[src/rtl/sdram_port_arbiter.sv]
// sdram_port_arbiter
//
// Shares the single SDRAM controller client port among NUM_PORTS (2..4)
// requesters using round-robin arbitration. A winning request is latched
// into the mem_* outputs and held there as one command until the
// controller answers with mem_ready. That pulse is routed back,
// combinationally, to the owning requester only.
//
// Handshake: a requester raises req_rd/req_wr (with addr/data/byte_en
// stable) and holds it until it sees its own req_ready pulse. It drops
// the request on the edge where it samples req_ready. Toward the
// controller, mem_rd/mem_wr are held until the mem_ready pulse and clear
// on that edge. mem_ready seen while idle is ignored.
//
// Ports
//   clk_logic, system_reset    clock, asynchronous active-high reset
//   req_rd/req_wr              per-port request levels
//   req_addr/req_data          per-port packed address / write data
//   req_byte_en                per-port packed byte enables
//   req_q                      read data, broadcast (mem_q passthrough)
//   req_ready                  one-cycle completion pulse to the owner
//   mem_addr/data/byte_en      latched command to the controller
//   mem_rd/mem_wr              command strobes, held until mem_ready
//   mem_q/mem_ready            controller read data / completion pulse
//   grant                      one-hot owner, zero when idle
//   busy                       high while a command is outstanding (FSM state)

module sdram_port_arbiter #(
  parameter int NUM_PORTS  = 2,
  parameter int ADDR_WIDTH = 21
) (
  input  logic                            clk_logic,
  input  logic                            system_reset,
  input  logic [NUM_PORTS-1:0]            req_rd,
  input  logic [NUM_PORTS-1:0]            req_wr,
  input  logic [NUM_PORTS*ADDR_WIDTH-1:0] req_addr,
  input  logic [NUM_PORTS*32-1:0]         req_data,
  input  logic [NUM_PORTS*4-1:0]          req_byte_en,
  output logic [31:0]                     req_q,
  output logic [NUM_PORTS-1:0]            req_ready,
  output logic [ADDR_WIDTH-1:0]           mem_addr,
  output logic [31:0]                     mem_data,
  output logic [3:0]                      mem_byte_en,
  output logic                            mem_rd,
  output logic                            mem_wr,
  input  logic [31:0]                     mem_q,
  input  logic                            mem_ready,
  output logic [NUM_PORTS-1:0]            grant,
  output logic                            busy
);

  // Port indices always fit in two bits (at most four ports).
  localparam int IW = 2;

  typedef enum logic {
    ST_IDLE = 1'b0,
    ST_BUSY = 1'b1
  } state_t;

  state_t                  state_q, state_d;
  logic [IW-1:0]           last_q, last_d;
  logic [NUM_PORTS-1:0]    grant_q, grant_d;
  logic [ADDR_WIDTH-1:0]   addr_q, addr_d;
  logic [31:0]             data_q, data_d;
  logic [3:0]              be_q, be_d;
  logic                    rd_q, rd_d;
  logic                    wr_q, wr_d;

  // Per-port request fields unpacked into four-entry arrays. Entries for
  // ports that do not exist are tied to zero, so they are never pending.
  logic [ADDR_WIDTH-1:0]   addr_arr [4];
  logic [31:0]             data_arr [4];
  logic [3:0]              be_arr   [4];
  logic [3:0]              rd_arr;
  logic [3:0]              wr_arr;
  logic [3:0]              pend_arr;

  for (genvar g = 0; g < 4; g++) begin : g_unpack
    if (g < NUM_PORTS) begin : g_real
      assign addr_arr[g] = req_addr[g*ADDR_WIDTH +: ADDR_WIDTH];
      assign data_arr[g] = req_data[g*32 +: 32];
      assign be_arr[g]   = req_byte_en[g*4 +: 4];
      assign rd_arr[g]   = req_rd[g];
      assign wr_arr[g]   = req_wr[g];
    end else begin : g_absent
      assign addr_arr[g] = '0;
      assign data_arr[g] = '0;
      assign be_arr[g]   = '0;
      assign rd_arr[g]   = 1'b0;
      assign wr_arr[g]   = 1'b0;
    end
  end

  assign pend_arr = rd_arr | wr_arr;

  // Round-robin pick: first pending port scanning from last+1 with wrap.
  // sum never exceeds 2*NUM_PORTS-1, so one subtraction is a full modulo.
  logic          sel_found;
  logic [IW-1:0] sel_idx;

  always_comb begin
    int sum;
    logic [IW-1:0] cand;
    sel_found = 1'b0;
    sel_idx   = '0;
    sum       = 0;
    cand      = '0;
    for (int k = 1; k <= NUM_PORTS; k++) begin
      sum = int'(last_q) + k;
      if (sum >= NUM_PORTS) sum = sum - NUM_PORTS;
      cand = sum[IW-1:0];
      if (!sel_found && pend_arr[cand]) begin
        sel_found = 1'b1;
        sel_idx   = cand;
      end
    end
  end

  always_comb begin
    state_d = state_q;
    last_d  = last_q;
    grant_d = grant_q;
    addr_d  = addr_q;
    data_d  = data_q;
    be_d    = be_q;
    rd_d    = rd_q;
    wr_d    = wr_q;
    unique case (state_q)
      ST_IDLE: begin
        if (sel_found) begin
          addr_d = addr_arr[sel_idx];
          data_d = data_arr[sel_idx];
          be_d   = be_arr[sel_idx];
          // rd and wr together on one port is treated as a write.
          wr_d   = wr_arr[sel_idx];
          rd_d   = rd_arr[sel_idx] & ~wr_arr[sel_idx];
          for (int i = 0; i < NUM_PORTS; i++) begin
            grant_d[i] = (sel_idx == IW'(i));
          end
          last_d  = sel_idx;
          state_d = ST_BUSY;
        end
      end
      ST_BUSY: begin
        // Command fields stay frozen; only completion moves us on.
        if (mem_ready) begin
          rd_d    = 1'b0;
          wr_d    = 1'b0;
          grant_d = '0;
          state_d = ST_IDLE;
        end
      end
      default: state_d = ST_IDLE;
    endcase
  end

  always_ff @(posedge clk_logic or posedge system_reset) begin
    if (system_reset) begin
      state_q <= ST_IDLE;
      last_q  <= IW'(NUM_PORTS - 1);
      grant_q <= '0;
      addr_q  <= '0;
      data_q  <= '0;
      be_q    <= '0;
      rd_q    <= 1'b0;
      wr_q    <= 1'b0;
    end else begin
      state_q <= state_d;
      last_q  <= last_d;
      grant_q <= grant_d;
      addr_q  <= addr_d;
      data_q  <= data_d;
      be_q    <= be_d;
      rd_q    <= rd_d;
      wr_q    <= wr_d;
    end
  end

  assign busy        = (state_q == ST_BUSY);
  // grant_q is zero whenever idle, so a stray mem_ready produces nothing.
  assign req_ready   = grant_q & {NUM_PORTS{mem_ready & busy}};
  assign req_q       = mem_q;
  assign grant       = grant_q;
  assign mem_addr    = addr_q;
  assign mem_data    = data_q;
  assign mem_byte_en = be_q;
  assign mem_rd      = rd_q;
  assign mem_wr      = wr_q;

endmodule
[config.mk]
export PLATFORM = sky130hd
export DESIGN_NAME = sdram_port_arbiter
export DESIGN_NICKNAME = d
export VERILOG_FILES = /design/src/rtl/sdram_port_arbiter.sv
export SDC_FILE = /design/constraint.sdc
export NUM_CORES = 1
export LEC_CHECK = 0
export ABC_CLOCK_PERIOD_IN_PS = 4000
export CAP_MARGIN = 10
export CORE_ASPECT_RATIO = 1.4
export CORE_MARGIN = 2
export CORE_UTILIZATION = 36
export CTS_CLUSTER_SIZE = 12
export DETAILED_ROUTE_END_ITERATION = 10
export PLACE_DENSITY = 0.83
export SLEW_MARGIN = 25
export SYNTH_ARGS = -nofsm -noshare
export SYNTH_HDL_FRONTEND = slang
export SYNTH_SLANG_ARGS = --single-unit
[constraint.sdc]
create_clock -name clk_logic -period 4 [get_ports clk_logic]
set_clock_uncertainty 0.1 [all_clocks]
set_input_delay 0.8 -clock clk_logic [delete_from_list [all_inputs] [get_ports clk_logic]]
set_output_delay 0.8 -clock clk_logic [all_outputs]
set_load 0.02 [all_outputs]
==> results of run 1 <==
==> per-stage QoR <==
step | setup slack, ns | hold slack (ns) | utilization (%) | instances
2_1_floorplan | 1.504 | 0.4016 | - | 261
3_3_place_gp | 0.9690 | 0.3947 | 56.13 | 498
3_5_place_dp | 0.9064 | 0.3998 | 56.13 | 498
4_1_cts | 1.037 | 0.4139 | 60.04 | 514
5_1_grt | 0.9596 | 0.4238 | 60.04 | 514
6_report | 1.034 | 0.4069 | 60.04 | 514
==> layout make-up <==
cell class / instances / area (µm²) / area share [%]
Tap cell: 105 / 131.4 / 2.542
Inverter: 3 / 11.26 / 0.2179
Clock buffer: 10 / 229.0 / 4.430
Multi-Input combinational cell: 136 / 1187 / 22.97
Sequential cell: 64 / 1603 / 31.01
Clock inverter: 6 / 107.6 / 2.082
Timing Repair Buffer: 190 / 1899 / 36.75
==> critical path, stage by stage <==
cell	delay, ns
clkdlybuf4s50_1	0.51
and3_1	0.16
clkdlybuf4s50_1	0.59
==> path summary, 6_finish.rpt <==
path / end / cells after the start
hold reg to reg: mem_data[25]$_DFFE_PP0P_ / 1
min in group asynchronous: mem_data[4]$_DFFE_PP0P_ / 2
setup / recovery: req_ready[0] / 3
max in group asynchronous: mem_data[22]$_DFFE_PP0P_ / 3
hold / removal: mem_data[25]$_DFFE_PP0P_ / 1
setup reg to reg: mem_addr[7]$_DFFE_PP0P_ / 4
==> cell usage in the layout, fill, tap and decap left out, types with 2 or more instances in the layout <==
master,count
clkdlybuf4s50_1,184
dfrtp_1,63
nor3b_1,57
a221o_1,57
clkbuf_16,9
buf_4,5
bufinv_16,3
nor2_1,2
o21bai_4,2
inv_1,2
nand2_1,2
a31o_2,2
and3_1,2
and2_1,2
clkinv_2,2
==> cell families (layout without fill, tap and decap cells) <==
logic type      Yosys count  after routing  share of synthesized area [%]
compound gates           69             69                          21.40
simple gates             67             67                          15.13
flops                    64             64                          50.20
buf+inv                  61            209                          13.28
==> state kept, by name (all words and copies together), names as in the netlist <==
name	cells
mem_byte_en	4
mem_wr	1
mem_data	32
last_q	2
mem_addr	21
mem_rd	1
busy	1
grant	2
==> power by group through the flow <==
stage / clock (mW) / combinational, mW / sequential (mW)
floorplan: 0 / 0.883 / 1.51
global placement: 0 / 2.01 / 1.17
detailed placement: 0 / 2.07 / 1.17
CTS: 0.895 / 2.07 / 1.17
global route: 0.923 / 2.18 / 1.21
finish: 0.882 / 2.05 / 1.17
==> per-layer routing <==
metal,vias to the layer above,wire (µm),GRT usage [%]
met4,0,503,13.01
met3,41,602,4.630
met5,-,0,0
li1,1267,-,-
met1,1398,3641,22.09
met2,125,5104,35.52
==> metrics.md, run 1 <==
| Metric | Value |
|---|---|
| Startpoint of the worst hold path | `mem_data[25]$_DFFE_PP0P_` |
| CTS clk-pin slew, worst paths | `0.06 ns` |
| Largest cells by area after synthesis | `dfrtp_1 49%, a221o_1 18%, nor3b_1 13%` |
| CTS buffer count | `9` |
| Cts hold-fix bufs | `0` |
| Synth Flop Type | `dfrtp_1` |
| DP HPWL | `6919 µm` |
| Design Area, Final | `5169 µm²` |
| Crit path DAT | `2.07 ns` |
| Avg Cell Area, Syn | `12.23 µm²` |
| Max_slew headroom | `50.50%` |
| Total internal power | `2.607 mW` |
| Core box area | `8608 µm²` |
| Net Sw Power | `1.499 mW` |
| Diodes inserted | `0` |
| Number of synthesized register bits | `64` |
| Comb pwr share | `50.0%` |
| Unique masters post-synth | `25` |
| Count leader, synth | `dfrtp_1` |
| Routed via count | `2831` |
| Gr usage total | `20.25%` |
| Die Y | `115.4 µm` |
| Sum Neg Setup Slack | `0 ns` |
| Maximum VDD drop | `446.7 µV` |
| Total grt overflow | `0` |
| Clock Latency Late Sink | `0.32 ns` |
| Cell count after synthesis | `261` |
| CTS Root Cell | `clkbuf_16` |
| Post-synth top area share | `49.37%` |
| CP max FO | `4` |
| Clock Power Share | `21.5%` |
| Switch share | `36.50%` |
| # clock sinks | `64` |
| First-pass DRT Iterations | `4` |
| LEAKAGE | `2.043 nW` |
| Number of placement rows | `40` |
| Crit path launch | `mem_ready` |
| Critical path required time | `3.10 ns` |
| Sequential share of power | `28.5%` |
| Cell taking the most area after synthesis | `dfrtp_1` |
| Startpoint Class | `input pin` |
| CTS tree | `done` |
| Total power | `4.106 mW` |
| Area growth, synth to finish | `61.87%` |
| Post-CTS Setup Inserts | `0` |
| Vias in the first global route | `2959` |
| Initial Util | `37.09%` |
| Critical R2R Launch | `last_q[1]$_DFFE_PP0P_` |
| Synth cell count leaders | `63 x dfrtp_1, 58 x a221o_1, 57 x nor3b_1` |
| Post-synth design cell area | `3193 µm²` |
| Seq/Total Area, Yosys | `50.20%` |
| Hold Vio Cnt, Final | `0` |
| Pwr dens | `794.4 nW/µm²` |
| DR iter-0 viols | `101` |
| Max-Cap Viols | `0` |
| Share of cells above drive strength 1 | `7.335%` |
| Area after DPL | `4832 µm²` |
| Post-cts resize count | `0` |
| Count of final setup violators | `0` |
| Antenna violations before repair | `0` |
| Worst hold path class | `reg2reg` |
| Die area | `9650 µm²` |
| Post-synthesis async set-or-reset flop share | `100.0%` |
| Number of synthesized flops with an enable pin | `0` |
| Post-Route WL | `9852 µm` |
| Layout fillers | `696` |
| Yosys warning total | `0` |
| R2R Setup Slk | `1.77 ns` |
| Crit path kind | `in2out` |
| Global-route wire length before repair | `15500 µm` |
| Antenna viol nets, final | `0` |
| Crit. End Element | `output port` |
| Number of port buffers | `184` |
| Vias per Instance | `5.508` |
| Syn_nets | `414` |
| IO Pins | `249` |
| RSZ-0062 raised after global routing | `false` |
| Status | `complete, no violations` |
| Remaining DRCs | `0` |
| Fmax | `337.1 MHz` |
| Clock Tree Buf Depth | `2` |
| Minimum clock period | `2.966 ns` |
| Final nets | `557` |
| Worst-Margin Slew | `0.7406 ns` |
| Fin. max-slew vios | `0` |
| CTS H-Tree Depth | `3` |
| RD Place Congestion | `0.8072` |
| Fin crit share | `74.15%` |
| Largest net degree at the start of global routing | `59` |
| Die X | `83.60 µm` |
| WL per Instance | `19.17 µm` |
(Power assumes the default switching activity.)
==> run 2, diff against run 1 <==
ABC_CLOCK_PERIOD_IN_PS = 2450   (was 4000)
CORE_UTILIZATION = 30   (was 36)
PLACE_DENSITY = 0.74   (was 0.83)
clock period = 2.45 ns   (was 4 ns; I/O delays follow)
==> metrics.md, run 2 (same netlist as run 1, synthesis figures left out) <==
| Metric | Value |
|---|---|
| Initial Util | `30.85% (-6.2 points)` |
| CTS tree | `done` |
| Fin. max-slew vios | `0 (unchanged)` |
| DR iter-0 viols | `76 (-25%)` |
| Area growth, synth to finish | `64.97%` |
| Sum Neg Setup Slack | `0 ns (unchanged)` |
| Worst hold path class | `reg2reg` |
| Commonest non-fill, non-tap cell in the layout | `clkdlybuf4s50_1` |
| Met3 WL | `753 µm (+25%)` |
| CTS buffer count | `9 (unchanged)` |
| Setup ws final | `0.1034 ns (-0.9306 ns)` |
| DP HPWL | `7521 µm (+8.7%)` |
| Pre-CTS setup slack | `0.06814 ns (-0.8382 ns)` |
| Post-cts resize count | `0 (unchanged)` |
| Remaining DRCs | `0 (unchanged)` |
| Clock Tree Buf Depth | `2 (unchanged)` |
| Crit path kind | `in2out` |
| Post-CTS Setup Inserts | `0 (unchanged)` |
| Pwr dens | `1275 nW/µm² (+61%)` |
| CP max FO | `4 (unchanged)` |
| Crit path DAT | `1.76 ns (-0.31 ns)` |
| LEAKAGE | `2.076 nW (+1.6%)` |
| Antenna violations before repair | `0 (unchanged)` |
| Maximum VDD drop | `605.6 µV (+36%)` |
| Die X | `91.19 µm (+9.1%)` |
| Core box area | `10350 µm² (+20%)` |
| Met2 wire len | `5583 µm (+9.4%)` |
| Clock Latency Late Sink | `0.32 ns (about the same)` |
| CTS clk-pin slew, worst paths | `0.05 ns (about the same)` |
| Startpoint Class | `input pin` |
| Die Y | `126.1 µm (+9.2%)` |
| Post-Route WL | `10410 µm (+5.7%)` |
| Diodes inserted | `0 (unchanged)` |
| First-pass DRT Iterations | `6 (+2)` |
| Vias per Instance | `5.290 (-3.9%)` |
| Status | `complete, no violations` |
| DRT met1 WL | `3648 µm (+0.19%)` |
| Hold Vio Cnt, Final | `0 (unchanged)` |
| Fmax | `426.1 MHz` |
| # clock sinks | `64 (unchanged)` |
| RSZ-0062 raised after global routing | `false` |
| Final nets | `562 (+0.90%)` |
| Antenna viol nets, final | `0 (unchanged)` |
| Fin crit share | `95.78%` |
| Minimum clock period | `2.347 ns` |
| Total grt overflow | `0 (unchanged)` |
| Share of cells above drive strength 1 | `8.475% (+1.1 points)` |
| Number of placement rows | `44 (+10%)` |
| Worst-Margin Slew | `0.5878 ns (-0.1528 ns)` |
| Routed via count | `2915 (+3.0%)` |
| Largest net degree at the start of global routing | `38 (-36%)` |
| Commonest non-fill, non-tap cells in the layout | `184 x clkdlybuf4s50_1, 63 x dfrtp_1, 57 x nor3b_1, 57 x a221o_1, 9 x clkbuf_16` |
| Uppermost routed layer | `met4` |
| IO Pins | `249 (unchanged)` |
| Die area | `11500 µm² (+19%)` |
| CTS Root Cell | `clkbuf_16` |
| RD Place Congestion | `0.7060 (-13%)` |
| Max-Cap Viols | `0 (unchanged)` |
| Number of flip-flops in the largest register | `32 (unchanged)` |
| Vias in the first global route | `3247 (+9.7%)` |
| WL per Instance | `18.90 µm (-1.4%)` |
| Cts hold-fix bufs | `0 (unchanged)` |
| Global-route wire length before repair | `16570 µm (+6.9%)` |
| Critical path required time | `1.86 ns (-1.24 ns)` |
| Gr usage total | `18.50% (-1.7 points)` |
| Number of port buffers | `184 (unchanged)` |
| Count of final setup violators | `0 (unchanged)` |
| Max_slew headroom | `59.80% (+9.3 points)` |
| CTS H-Tree Depth | `3 (unchanged)` |
| Crit. End Element | `output port` |
run 2: area by class of cell:
cell class                 instances  area [µm²]
sequential                        64        1603
inverter                           3       11.26
timing repair buffer             195        1987
clock inverter                     3       40.04
clock buffer                      12       266.5
multi-input combinational        136        1187
fill                             959        5082
tap                              138       172.7
run 2: routing by layer:
layer,vias to the layer above,global-route usage [%]
met2,156,33.81
met5,-,0
li1,1283,-
met3,42,5.383
met1,1434,18.38
met4,0,10.78
run 2: power by group:
| group | switching, mW | total [mW] | leakage, nW | internal [mW] |
|---|---|---|---|---|
| logic | 1.72 | 3.50 | 1.13 | 1.79 |
| clock network | 0.441 | 1.30 | 0.154 | 0.860 |
| registers | 0.333 | 1.91 | 0.787 | 1.58 |
| total | 2.49 | 6.72 | 2.08 | 4.23 |
run 2: final timing paths:
kind / from / end / slack [ns] / depth (start not counted)
setup / recovery: mem_ready / req_ready[1] / 0.10 / 3
hold / removal: mem_data[27]$_DFFE_PP0P_ / mem_data[27]$_DFFE_PP0P_ / 0.41 / 1
setup reg to reg: last_q[1]$_DFFE_PP0P_ / mem_data[7]$_DFFE_PP0P_ / 0.63 / 4
hold reg to reg: mem_data[27]$_DFFE_PP0P_ / mem_data[27]$_DFFE_PP0P_ / 0.41 / 1
max in group asynchronous: system_reset / mem_addr[8]$_DFFE_PP0P_ / 1.40 / 3
min in group asynchronous: system_reset / mem_data[3]$_DFFE_PP0P_ / 0.48 / 3
run 2: worst max-delay path, stage by stage:
cell and delay [ns]:
clkdlybuf4s50_1 0.51, and3_1 0.16, clkdlybuf4s50_1 0.60
run 2: per-stage QoR:
stage	cell area [µm²]	total power [mW]	util [%]	cells	hold slack, ns
after floorplan	3193	3.900	-	261	0.4016
after global placement	4961	5.365	47.93	536	0.3948
after detailed placement	4961	5.466	47.93	536	0.3999
after CTS	5268	6.809	50.89	551	0.4132
after global routing	5268	7.093	50.89	551	0.4211
final	5268	6.717	50.89	551	0.4096
